$ cat src/rtl/breath_pkg.sv
// Shared definitions for the multi-channel breathing PWM: channel modes,
// level-width sizing and the staggered start point of each channel.
package breath_pkg;

  typedef enum logic [1:0] {
    MODE_OFF    = 2'd0,
    MODE_STATIC = 2'd1,
    MODE_BREATH = 2'd2,
    MODE_BLINK  = 2'd3
  } mode_e;

  // One extra bit so level + step never wraps before the saturation compare.
  function automatic int lvl_w(input int period);
    return $clog2(period + 1) + 1;
  endfunction

  // Channels are spread evenly over one full up/down breath cycle.
  function automatic int phase_level(input int idx, input int channels, input int period);
    int x;
    x = idx * 2 * period / channels;
    return (x < period) ? x : 2 * period - x;
  endfunction

  function automatic logic phase_dir(input int idx, input int channels, input int period);
    int x;
    x = idx * 2 * period / channels;
    return (x < period);
  endfunction

endpackage

$ cat src/rtl/breath_channel.sv
// One LED slice: triangle level generator, boundary-latched threshold and
// registered PWM compare against the shared counter.
module breath_channel
  import breath_pkg::*;
#(
  parameter int         PWM_PERIOD = 10000,
  parameter int         LEVEL_STEP = 1,
  parameter bit         ACTIVE_LOW = 1'b0,
  parameter int         LVL_W      = 15,
  parameter int         INIT_LEVEL = 0,
  parameter bit         INIT_DIR   = 1'b1
) (
  input  logic             clk,
  input  logic             rst_n,
  input  logic             en,
  input  logic             boundary,
  input  logic             tick,
  input  logic [LVL_W-1:0] pwm_cnt,
  input  logic [1:0]       mode,
  input  logic [LVL_W-1:0] duty,
  output logic             led,
  output logic             breath_wrap
);

  localparam logic [LVL_W-1:0] PERIOD_L = LVL_W'(PWM_PERIOD);
  localparam logic [LVL_W-1:0] STEP_L   = LVL_W'(LEVEL_STEP);
  localparam logic [LVL_W-1:0] INIT_L   = LVL_W'(INIT_LEVEL);

  logic [LVL_W-1:0] level;
  logic             dir;
  logic [LVL_W-1:0] thr;
  logic [LVL_W-1:0] level_next;
  logic             dir_next;
  logic             wrap_next;
  logic [LVL_W-1:0] thr_next;

  always_comb begin
    level_next = level;
    dir_next   = dir;
    wrap_next  = 1'b0;
    if (dir) begin
      if (32'(level) + 32'(LEVEL_STEP) >= 32'(PWM_PERIOD)) begin
        level_next = PERIOD_L;
        dir_next   = 1'b0;
      end else begin
        level_next = level + STEP_L;
      end
    end else begin
      if (32'(level) <= 32'(LEVEL_STEP)) begin
        level_next = '0;
        dir_next   = 1'b1;
        wrap_next  = 1'b1;
      end else begin
        level_next = level - STEP_L;
      end
    end
  end

  // Threshold is built from the level as it stands before this boundary's tick.
  always_comb begin
    thr_next = '0;
    case (mode_e'(mode))
      MODE_OFF:    thr_next = '0;
      MODE_STATIC: thr_next = (32'(duty) > 32'(PWM_PERIOD)) ? PERIOD_L : duty;
      MODE_BREATH: thr_next = level;
      MODE_BLINK:  thr_next = dir ? PERIOD_L : '0;
      default:     thr_next = '0;
    endcase
  end

  always_ff @(posedge clk or negedge rst_n) begin
    if (!rst_n) begin
      level       <= INIT_L;
      dir         <= INIT_DIR;
      thr         <= '0;
      led         <= ACTIVE_LOW;
      breath_wrap <= 1'b0;
    end else begin
      breath_wrap <= 1'b0;
      if (boundary) thr <= thr_next;
      if (tick) begin
        level       <= level_next;
        dir         <= dir_next;
        breath_wrap <= wrap_next;
      end
      led <= ((pwm_cnt < thr) & en) ^ ACTIVE_LOW;
    end
  end

endmodule

$ cat src/rtl/breath_pwm_multi.sv
// Multi-channel breathing LED PWM: shared period counter and step divider
// feeding one breath_channel slice per output.
module breath_pwm_multi
  import breath_pkg::*;
#(
  parameter int CHANNELS     = 4,
  parameter int PWM_PERIOD   = 10000,
  parameter int LEVEL_STEP   = 1,
  parameter int STEP_PERIODS = 1,
  parameter int ACTIVE_LOW   = 0
) (
  input  logic                                   clk,
  input  logic                                   rst_n,
  input  logic                                   en,
  input  logic [2*CHANNELS-1:0]                  mode,
  input  logic [CHANNELS*lvl_w(PWM_PERIOD)-1:0]  duty,
  output logic [CHANNELS-1:0]                    led,
  output logic [CHANNELS-1:0]                    breath_wrap
);

  localparam int LVL_W = lvl_w(PWM_PERIOD);
  localparam int SD_W  = (STEP_PERIODS > 1) ? $clog2(STEP_PERIODS) : 1;

  localparam logic [LVL_W-1:0] CNT_LAST = LVL_W'(PWM_PERIOD - 1);
  localparam logic [SD_W-1:0]  SD_LAST  = SD_W'(STEP_PERIODS - 1);

  logic [LVL_W-1:0] pwm_cnt;
  logic [SD_W-1:0]  step_div;
  logic             boundary;
  logic             tick;

  assign boundary = en && (pwm_cnt == CNT_LAST);
  assign tick     = boundary && (step_div == SD_LAST);

  always_ff @(posedge clk or negedge rst_n) begin
    if (!rst_n) begin
      pwm_cnt  <= '0;
      step_div <= '0;
    end else begin
      if (boundary)  pwm_cnt <= '0;
      else if (en)   pwm_cnt <= pwm_cnt + 1'b1;
      if (tick)          step_div <= '0;
      else if (boundary) step_div <= step_div + 1'b1;
    end
  end

  for (genvar i = 0; i < CHANNELS; i++) begin : g_ch
    breath_channel #(
      .PWM_PERIOD (PWM_PERIOD),
      .LEVEL_STEP (LEVEL_STEP),
      .ACTIVE_LOW (ACTIVE_LOW != 0),
      .LVL_W      (LVL_W),
      .INIT_LEVEL (phase_level(i, CHANNELS, PWM_PERIOD)),
      .INIT_DIR   (phase_dir(i, CHANNELS, PWM_PERIOD))
    ) u_ch (
      .clk         (clk),
      .rst_n       (rst_n),
      .en          (en),
      .boundary    (boundary),
      .tick        (tick),
      .pwm_cnt     (pwm_cnt),
      .mode        (mode[2*i +: 2]),
      .duty        (duty[i*LVL_W +: LVL_W]),
      .led         (led[i]),
      .breath_wrap (breath_wrap[i])
    );
  end

endmodule

$ cat config.mk
export PLATFORM = sky130hd
export DESIGN_NAME = breath_pwm_multi
export DESIGN_NICKNAME = d
export VERILOG_FILES = /design/src/rtl/breath_pkg.sv /design/src/rtl/breath_channel.sv /design/src/rtl/breath_pwm_multi.sv
export SDC_FILE = /design/constraint.sdc
export NUM_CORES = 1
export LEC_CHECK = 0
export CAP_MARGIN = 20
export CORE_MARGIN = 5
export CORE_UTILIZATION = 25
export CTS_CLUSTER_DIAMETER = 150
export DETAILED_ROUTE_END_ITERATION = 10
export GPL_ROUTABILITY_DRIVEN = 0
export PLACE_DENSITY = 0.47
export RECOVER_POWER = 25
export SLEW_MARGIN = 40
export SYNTH_ARGS = -nofsm -noshare
export SYNTH_HDL_FRONTEND = slang
export SYNTH_SLANG_ARGS = --single-unit
$ cat constraint.sdc
create_clock -name clk -period 3.32 [get_ports clk]
set_input_delay 0.664 -clock clk [delete_from_list [all_inputs] [get_ports clk]]
set_output_delay 0.664 -clock clk [all_outputs]
set_load 0.02 [all_outputs]
==> results of run 1 <==
-- state kept, by name, summed over array words and instances, names as in the netlist --
signal                 flops
pwm_cnt                   15
g_ch.u_ch.led              4
g_ch.u_ch.thr             60
g_ch.u_ch.dir              4
g_ch.u_ch.level           60
g_ch.u_ch.breath_wrap      4
step_div                   1
-- metal layers --
metal,part of all wire,routed length (µm)
met5,0,0
met4,0.023,895
met3,0.042,1620
met2,0.47,17800
met1,0.47,17800
-- per-stage QoR --
stage	total power, mW	setup WS (ns)	hold slack, ns	cells	util
after floorplan	2.19	0.799	0.368	1381	-
after global placement	2.48	0.0252	0.498	1991	0.284
after detailed placement	2.50	0.197	0.507	1991	0.284
after CTS	4.62	0.410	0.222	2023	0.297
after global routing	4.76	0.194	0.537	2023	0.297
final	4.54	0.399	0.515	2023	0.297
-- critical path, stage by stage, from the launching register on --
cell	delay, ns
dfstp_2	0.68
nand3_1	0.28
or4_1	0.69
o311ai_1	0.46
a21oi_2	0.12
buf_4	0.19
a311oi_1	0.27
o22a_1	0.18
-- kinds of logic (layout without fill, tap and decap cells) --
logic type,after synthesis,in the layout
adder cells (fa/ha/maj),69,69
flip-flops,148,148
XOR/XNOR,36,36
AO/OA/AOI/OAI,461,461
AND/OR/NAND/NOR,459,459
buffers and inverters,199,241
multiplexers,9,9
-- power breakdown --
part	total (mW)	leakage (nW)	switching (mW)	internal, mW
Combinational	0.480	3.85	0.243	0.237
Sequential	1.97	1.61	0.128	1.84
Clock	2.09	0.289	0.889	1.20
Total	4.54	5.75	1.26	3.28
-- layout by cell type (no fill, tap or decap), drive strengths merged, types with 13 or more instances in the layout --
| cell | Yosys | final |
|---|---|---|
| dfrtp | 131 | 131 |
| a21oi | 128 | 128 |
| o21ai | 119 | 119 |
| nor2 | 94 | 94 |
| inv | 85 | 89 |
| nand2 | 82 | 82 |
| clkdlybuf4s50 | 0 | 77 |
| ha | 69 | 69 |
| nand3 | 58 | 58 |
| nor3 | 53 | 53 |
| buf | 46 | 45 |
| a221oi | 38 | 38 |
| nand4 | 35 | 35 |
| xnor2 | 28 | 28 |
| a21o | 27 | 27 |
| a31oi | 23 | 23 |
| nor4 | 22 | 22 |
| clkbuf | 68 | 21 |
| a211o | 17 | 17 |
| dfstp | 17 | 17 |
| and3 | 16 | 16 |
| or3 | 16 | 16 |
| a211oi | 15 | 15 |
| o211ai | 14 | 14 |
| nand2b | 13 | 13 |
-- synth_stat cells, types with 11 or more instances --
| cell type | count |
|---|---|
| buf_2 | 17 |
| a221oi_1 | 38 |
| o21ai_0 | 112 |
| nand2_1 | 81 |
| dfrtp_1 | 131 |
| clkbuf_1 | 65 |
| a21oi_1 | 127 |
| nand2b_1 | 12 |
| or3_1 | 13 |
| ha_1 | 69 |
| a21o_1 | 27 |
| and3_1 | 15 |
| a211oi_1 | 15 |
| inv_1 | 85 |
| nor4_1 | 21 |
| buf_4 | 14 |
| nand3_1 | 57 |
| a211o_1 | 17 |
| nor2b_1 | 11 |
| xnor2_1 | 28 |
| nor3_1 | 52 |
| nand4_1 | 34 |
| o21bai_1 | 12 |
| nor2_1 | 94 |
| a31oi_1 | 22 |
| o211ai_1 | 13 |
| dfstp_2 | 17 |
-- final cells by class --
| cell class | count | area (µm²) | area share |
|---|---|---|---|
| Inverter | 85 | 319 | 0.0237 |
| Multi-Input combinational cell | 1034 | 6860 | 0.511 |
| Tap cell | 600 | 751 | 0.0559 |
| Sequential cell | 148 | 3720 | 0.277 |
| Timing Repair Buffer | 124 | 1170 | 0.0872 |
| Clock inverter | 13 | 175 | 0.0130 |
| Clock buffer | 19 | 433 | 0.0322 |
-- final timing paths --
path / slack (ns) / endpoint / cells after the start / from
setup / recovery: 0.40 / g_ch[2].u_ch.level[4]$_DFFE_PN1P_ / 7 / g_ch[2].u_ch.level[4]$_DFFE_PN1P_
hold / removal: 0.51 / g_ch[2].u_ch.thr[3]$_DFFE_PN0P_ / 2 / g_ch[2].u_ch.thr[3]$_DFFE_PN0P_
setup reg to reg: 0.40 / g_ch[2].u_ch.level[4]$_DFFE_PN1P_ / 7 / g_ch[2].u_ch.level[4]$_DFFE_PN1P_
hold reg to reg: 0.51 / g_ch[2].u_ch.thr[3]$_DFFE_PN0P_ / 2 / g_ch[2].u_ch.thr[3]$_DFFE_PN0P_
max in group asynchronous: 0.79 / g_ch[3].u_ch.thr[10]$_DFFE_PN0P_ / 2 / rst_n
min in group asynchronous: 0.66 / g_ch[2].u_ch.dir$_DFFE_PN0P_ / 1 / rst_n
==> summary.md, run 1 <==
| Metric | Value |
|---|---|
| Status | complete, but fails checks |
| Failing checks | max-capacitance violations, max-slew violations |
| Post-synthesis mux area share | 0.00853 |
| First-pass GRT wire length | 60200 µm |
| Area growth, synth to finish | 17.4% |
| Total GRT Usage | 0.150 |
| Vias in the first global route | just over 10000 |
| CP endpoint kind | register |
| Wirelength per Cell | about 19 µm |
| Crit path kind | reg2reg |
| Crit share post-route | 0.880 |
| Gr ovfl total | 0 |
| H-Tree Level Count | 4 |
| Initial antenna violation count | 0 |
| Syn nets | about 1500 |
| Die height | around 220 µm |
| Avg Inst Size Synth | between 8 and 9 µm² |
| Clk buf depth | 2 |
| Die area | roughly 0.050 mm² |
| Setup crit start kind | register |
| Share of cells above drive strength 1 | 0.0935 |
| CTS buffer count | 17 |
| Area fraction of the dominant cell type after synthesis | 0.286 |
| TritonCTS clock tree | done |
| Final Cell Area | 0.0134 mm² |
| Post-synthesis simple-gate area fraction | 0.219 |
| Clock skew | 0.00904 ns |
| Synth async-reset ratio | 1.00 |
| Setup Fix Bufs, Post-CTS | 0 |
| Synth Cell Area | between 0.01 and 0.015 mm² |
| Critical Path RT | 3.72 ns |
| Post-route ant nets | 0 |
| Grt met2 use | 0.240 |
| Synth Area in Compound Gates | 0.267 |
| M1 GR Usage | 0.207 |
| Vias/cell | roughly 5.4 |
| Largest net degree at the start of global routing | 99 |
| Total clock sinks | between 100 and 150 |
| Layer with the highest usage | met2 |
| Post-route DRC | 0 |
| Post-synthesis sequential area ratio | 0.325 |
| Unique masters post-synth | 91 |
| Resized cells post-CTS | 0 |
| Worst-Margin Slew | roughly 1.7 ns |
| Yosys warns | 0 |
| Total of max-cap violations | 1 |
| Nets | around 1600 |
| Slew margin rel. | -0.125 |
| Initial DRC Count | 808 |
| Root Buffer Master | clkbuf_16 |
| Detailed-route wire length | 38100 µm |
| Row cnt | around 80 |
| RSZ-0062 raised after global routing | no |
| # IOs | approximately 80 |
| Leak | approximately 5.7 nW |
| Routed vias | 10800 |
| Clock slew at the register clock pins of the worst setup and hold paths | 0.07 ns |
| # fillers | 4788 |
| Synth Area in XOR/XNOR | 0.0276 |
| Maximum VDD drop | a little over 0.4 mV |
| Final Hold Viols | 0 |
| Number of synthesized flops with an enable pin | 0 |
| Width of the die | between 200 and 250 µm |
| Adder-Cell Fraction of Synth Area | 0.0754 |
| Initial core utilization | 0.253 |
| Hold-fix buffers, CTS | 0 |
| Total negative setup slack | 0 ns |
| Synth area leader | dfrtp_1 |
| Slew Viols, Final | 60 |
| Ys flop type | dfrtp_1 |
| Crit path DAT | about 3.3 ns |
| Synthesis-stage register bit count | 148 |
| PD cells | roughly 340 mW/mm² |
| Syn Inst Count | 1381 |
| Fmax achieved | between 0.3 and 0.4 GHz |
| Largest family of logic cells by synthesized area | compound AO/OA/AOI/OAI gates |
| Port Buffer Count | 78 |
| Worst skew pair latency | roughly 0.45 ns |
| Area contributors post-synth | dfrtp_1 29%, ha_1 7.5%, a21oi_1 5.6%, o21ai_0 4.9%, dfstp_2 3.9% |
| Met3 GRT Util | 0.0250 |
| Number of setup violations in the final report | 0 |
| Worst-path fanout max | 12 |
| DP Area | 0.0128 mm² |
| DP HPWL | 27300 µm |
| Hold Crit Class | reg2reg |
| Core area | about 0.045 mm² |
| Drt pass-1 iters | 6 |
| Diodes inserted | 0 |
| Tmin final | approximately 2.9 ns |
Power figures use the tool's default switching activity.
==> run 2: changes to the inputs <==
SETUP_SLACK_MARGIN = 0.5   (was default)
==> run 2 against run 1 <==
Compared with the run above: the run still ends with max-capacitance violations, max-slew violations left; combinational power about the same; clock-buffer cell count unchanged; maximum frequency up 6.4%; first-iteration DRC count down 1.1%; die area unchanged; hold slack better by 0.00075 ns; utilization up 0.34 points; critical path type is now in2reg; sequential share of layout area down 0.27 points; via count up 0.47%; clock skew up 0.00057 ns; clock power about the same; largest power group unchanged; sequential cell count unchanged.
==> summary.md, run 2 (same netlist as run 1, synthesis figures left out) <==
| Metric | Value |
|---|---|
| Register Area | 0.00373 mm² (was 0.00372 mm²) |
| Share of cells above drive strength 1 | 0.113 (was 0.0935) |
| Crit path DAT | 3.12 ns (was 3.32 ns) |
| Wirelength per Cell | 18.8 µm (was 18.9 µm) |
| Post-route DRC | 0 (unchanged) |
| Initial antenna violation count | 0 (unchanged) |
| First-pass GRT wire length | 60300 µm (was 60200 µm) |
| Area taken by multi-input logic gates | 0.00692 mm² (was 0.00686 mm²) |
| Drt pass-1 iters | 6 (unchanged) |
| Crit share post-route | 0.827 (was 0.880) |
| Total negative setup slack | 0 ns (unchanged) |
| Reg-to-reg endpoint | g_ch[2].u_ch.level[0]$_DFFE_PN0P_ (was g_ch[2].u_ch.level[4]$_DFFE_PN1P_) |
| Most frequent cells in the layout | 127 x a21oi_1, 126 x dfrtp_1, 111 x o21ai_0 (was 131 x dfrtp_1, 127 x a21oi_1, 112 x o21ai_0) |
| Routed vias | 10900 (was 10800) |
| Total of max-cap violations | 1 (unchanged) |
| Clock skew | 0.00961 ns (was 0.00904 ns) |
| Total clock sinks | 148 (unchanged) |
| Maximum VDD drop | 0.415 mV (was 0.414 mV) |
| Worst Setup EP | g_ch[1].u_ch.thr[11]$_DFFE_PN0P_ (was g_ch[2].u_ch.level[4]$_DFFE_PN1P_) |
| Failing checks | max-capacitance violations, max-slew violations (unchanged) |
| Crit path kind | in2reg (was reg2reg) |
| Width of the die | 224 µm (unchanged) |
| Clock slew at the register clock pins of the worst setup and hold paths | 0.07 ns (about the same) |
| Fmax achieved | 0.364 GHz (was 0.342 GHz) |
| Tmin final | 2.75 ns (was 2.92 ns) |
| Final Util | 0.300 (was 0.297) |
| Sequential Power Share | 0.434 (about the same) |
| Gr ovfl total | 0 (unchanged) |
| DP HPWL | 27300 µm (unchanged) |
| Power share of the clock group | 0.460 (about the same) |
| Setup crit start kind | primary input (was register) |
| Nets | 1562 (was 1550) |
| Slowest CP cell | or4_1 (unchanged) |
| PD cells | 334 mW/mm² (was 338 mW/mm²) |
| WHS | 0.516 ns (was 0.515 ns) |
| Post-route ant nets | 0 (unchanged) |
| Area growth, synth to finish | 18.7% (was 17.4%) |
| Clk buf depth | 2 (unchanged) |
| Hold Crit Class | reg2reg (unchanged) |
| Total GRT Usage | 0.151 (was 0.150) |
| Final Hold Viols | 0 (unchanged) |
| Largest net degree at the start of global routing | 99 (unchanged) |
| CP max stage delay | 0.44 ns (was 0.69 ns) |
| Worst skew pair latency | 0.45 ns (about the same) |
| Critical Path RT | 3.69 ns (was 3.72 ns) |
| Die height | 224 µm (unchanged) |
| Slew margin rel. | -0.123 (was -0.125) |
| Diodes inserted | 0 (unchanged) |
| Worst-path fanout max | 9 (was 12) |
| # fillers | 4787 (was 4788) |
| RSZ-0062 raised after global routing | no (unchanged) |
| Number of setup violations in the final report | 0 (unchanged) |
| Root Buffer Master | clkbuf_16 (unchanged) |
| Slew Viols, Final | 60 (unchanged) |
| Row cnt | 78 (unchanged) |
| TritonCTS clock tree | done (unchanged) |
| Crit. Startpoint | duty[22] (was g_ch[2].u_ch.level[4]$_DFFE_PN1P_) |
| H-Tree Level Count | 4 (unchanged) |
| R2R depth | 7 (unchanged) |
| Initial core utilization | 0.253 (unchanged) |
| Biggest regs | g_ch.u_ch.level: 60 flops, g_ch.u_ch.thr: 60 flops, pwm_cnt: 15 flops (unchanged) |
| Vias/cell | 5.35 (about the same) |
| Switching power | 1.26 mW (about the same) |
| Commonest non-fill, non-tap cell in the layout | a21oi_1 (was dfrtp_1) |
| FF-to-FF Start | g_ch[2].u_ch.level[8]$_DFFE_PN1P_ (was g_ch[2].u_ch.level[4]$_DFFE_PN1P_) |
| Worst-Margin Slew | 1.68 ns (was 1.69 ns) |
| Power, Total | 4.54 mW (about the same) |
| Status | complete, but fails checks (unchanged) |
| CTS buffer count | 17 (unchanged) |
| Core area | 0.0453 mm² (unchanged) |
| # IOs | 79 (unchanged) |
| Crit path cell chain | clkdlybuf4s50_1, or3_1, or4_1, nor4b_1, a31oi_1, nor3b_2, buf_4, a221oi_1, a21oi_1 (was nand3_1, or4_1, o311ai_1, a21oi_2, buf_4, a311oi_1, o22a_1) |
| Logic pwr share | 0.106 (about the same) |
| Initial DRC Count | 799 (was 808) |
| Die area | 0.0502 mm² (unchanged) |
| Switching power share of the total | 0.278 (about the same) |
| CP endpoint kind | register (unchanged) |
| Port Buffer Count | 78 (unchanged) |
| Vias in the first global route | 10300 (about the same) |
| Setup slack, reg-to-reg | 0.58 ns (was 0.40 ns) |
| Detailed-route wire length | 38300 µm (was 38100 µm) |
| Pint | 3.28 mW (about the same) |
| Leak | 5.81 nW (was 5.75 nW) |
-- run 2: cell types whose count changed in the layout (fill, tap and decap cells not counted), moves of 2 or more --
cell     delta
buf_4      +12
dfrtp_1     -5
dfrtp_2     +5
ha_1        -3
ha_2        +3
nor3_1      -3
nor3_2      +3
nand3_1     -2
nand3_2     +2
-- run 2: worst min-delay path by stage --
stage | start | to | cells past startpoint
2_1_floorplan | rst_n | g_ch[0].u_ch.breath_wrap$_DFF_PN0_ | 0
3_3_place_gp | g_ch[2].u_ch.thr[0]$_DFFE_PN0P_ | g_ch[2].u_ch.thr[0]$_DFFE_PN0P_ | 2
3_5_place_dp | g_ch[2].u_ch.thr[11]$_DFFE_PN0P_ | g_ch[2].u_ch.thr[11]$_DFFE_PN0P_ | 2
4_1_cts | rst_n | g_ch[2].u_ch.dir$_DFFE_PN0P_ | 1
5_1_grt | g_ch[3].u_ch.thr[2]$_DFFE_PN0P_ | g_ch[3].u_ch.thr[2]$_DFFE_PN0P_ | 2
6_report | g_ch[2].u_ch.thr[3]$_DFFE_PN0P_ | g_ch[2].u_ch.thr[3]$_DFFE_PN0P_ | 2
-- run 2: power by group through the flow --
stage | Combinational, mW | Clock, mW | Sequential [mW]
5_1_grt | 0.545 | 2.23 | 1.98
3_3_place_gp | 0.477 | 0 | 2.00
4_1_cts | 0.493 | 2.15 | 1.98
2_1_floorplan | 0.243 | 0 | 1.94
6_report | 0.480 | 2.09 | 1.97
3_5_place_dp | 0.487 | 0 | 2.01
-- run 2: cell type report --
type                    count  area share
clock buffers              19      0.0319
clock inverters            13      0.0129
inverters                  85      0.0235
multi-input cells        1034       0.509
flip-flops and latches    148       0.275
well taps                 600      0.0553
repair buffers            136      0.0928
-- run 2: per-layer routing --
metal  GRT usage  routed length [µm]  vias up
met1       0.208               17900     5322
li1            -                   -     5221
met3      0.0250                1530       55
met4      0.0502                 880        0
met2       0.241               18100      284
met5           0                   0        -
-- run 2: what timing repair did --
item / in CTS / in global routing
gates resized for setup: 3 / 16
setup buffers: 4 / 8
gates cloned: 0 / 0
hold buffers: 0 / 0
endpoints found under the setup margin: 6 / 31
pin swaps: 1 / 4
-- run 2: worst max-delay path, delay by kind of cell --
family          cells  cell delay [ns]
simple gates        4             1.42
buf+inv             2             0.61
compound gates      3             0.41
-- run 2: through the flow --
stage,area [µm²],instances,worst slack [ns]
floorplan,11400,1381,0.799
global placement,12800,1991,0.0252
detailed placement,12800,1991,0.197
CTS,13500,2027,0.491
global route,13600,2035,0.277
finish,13600,2035,0.574
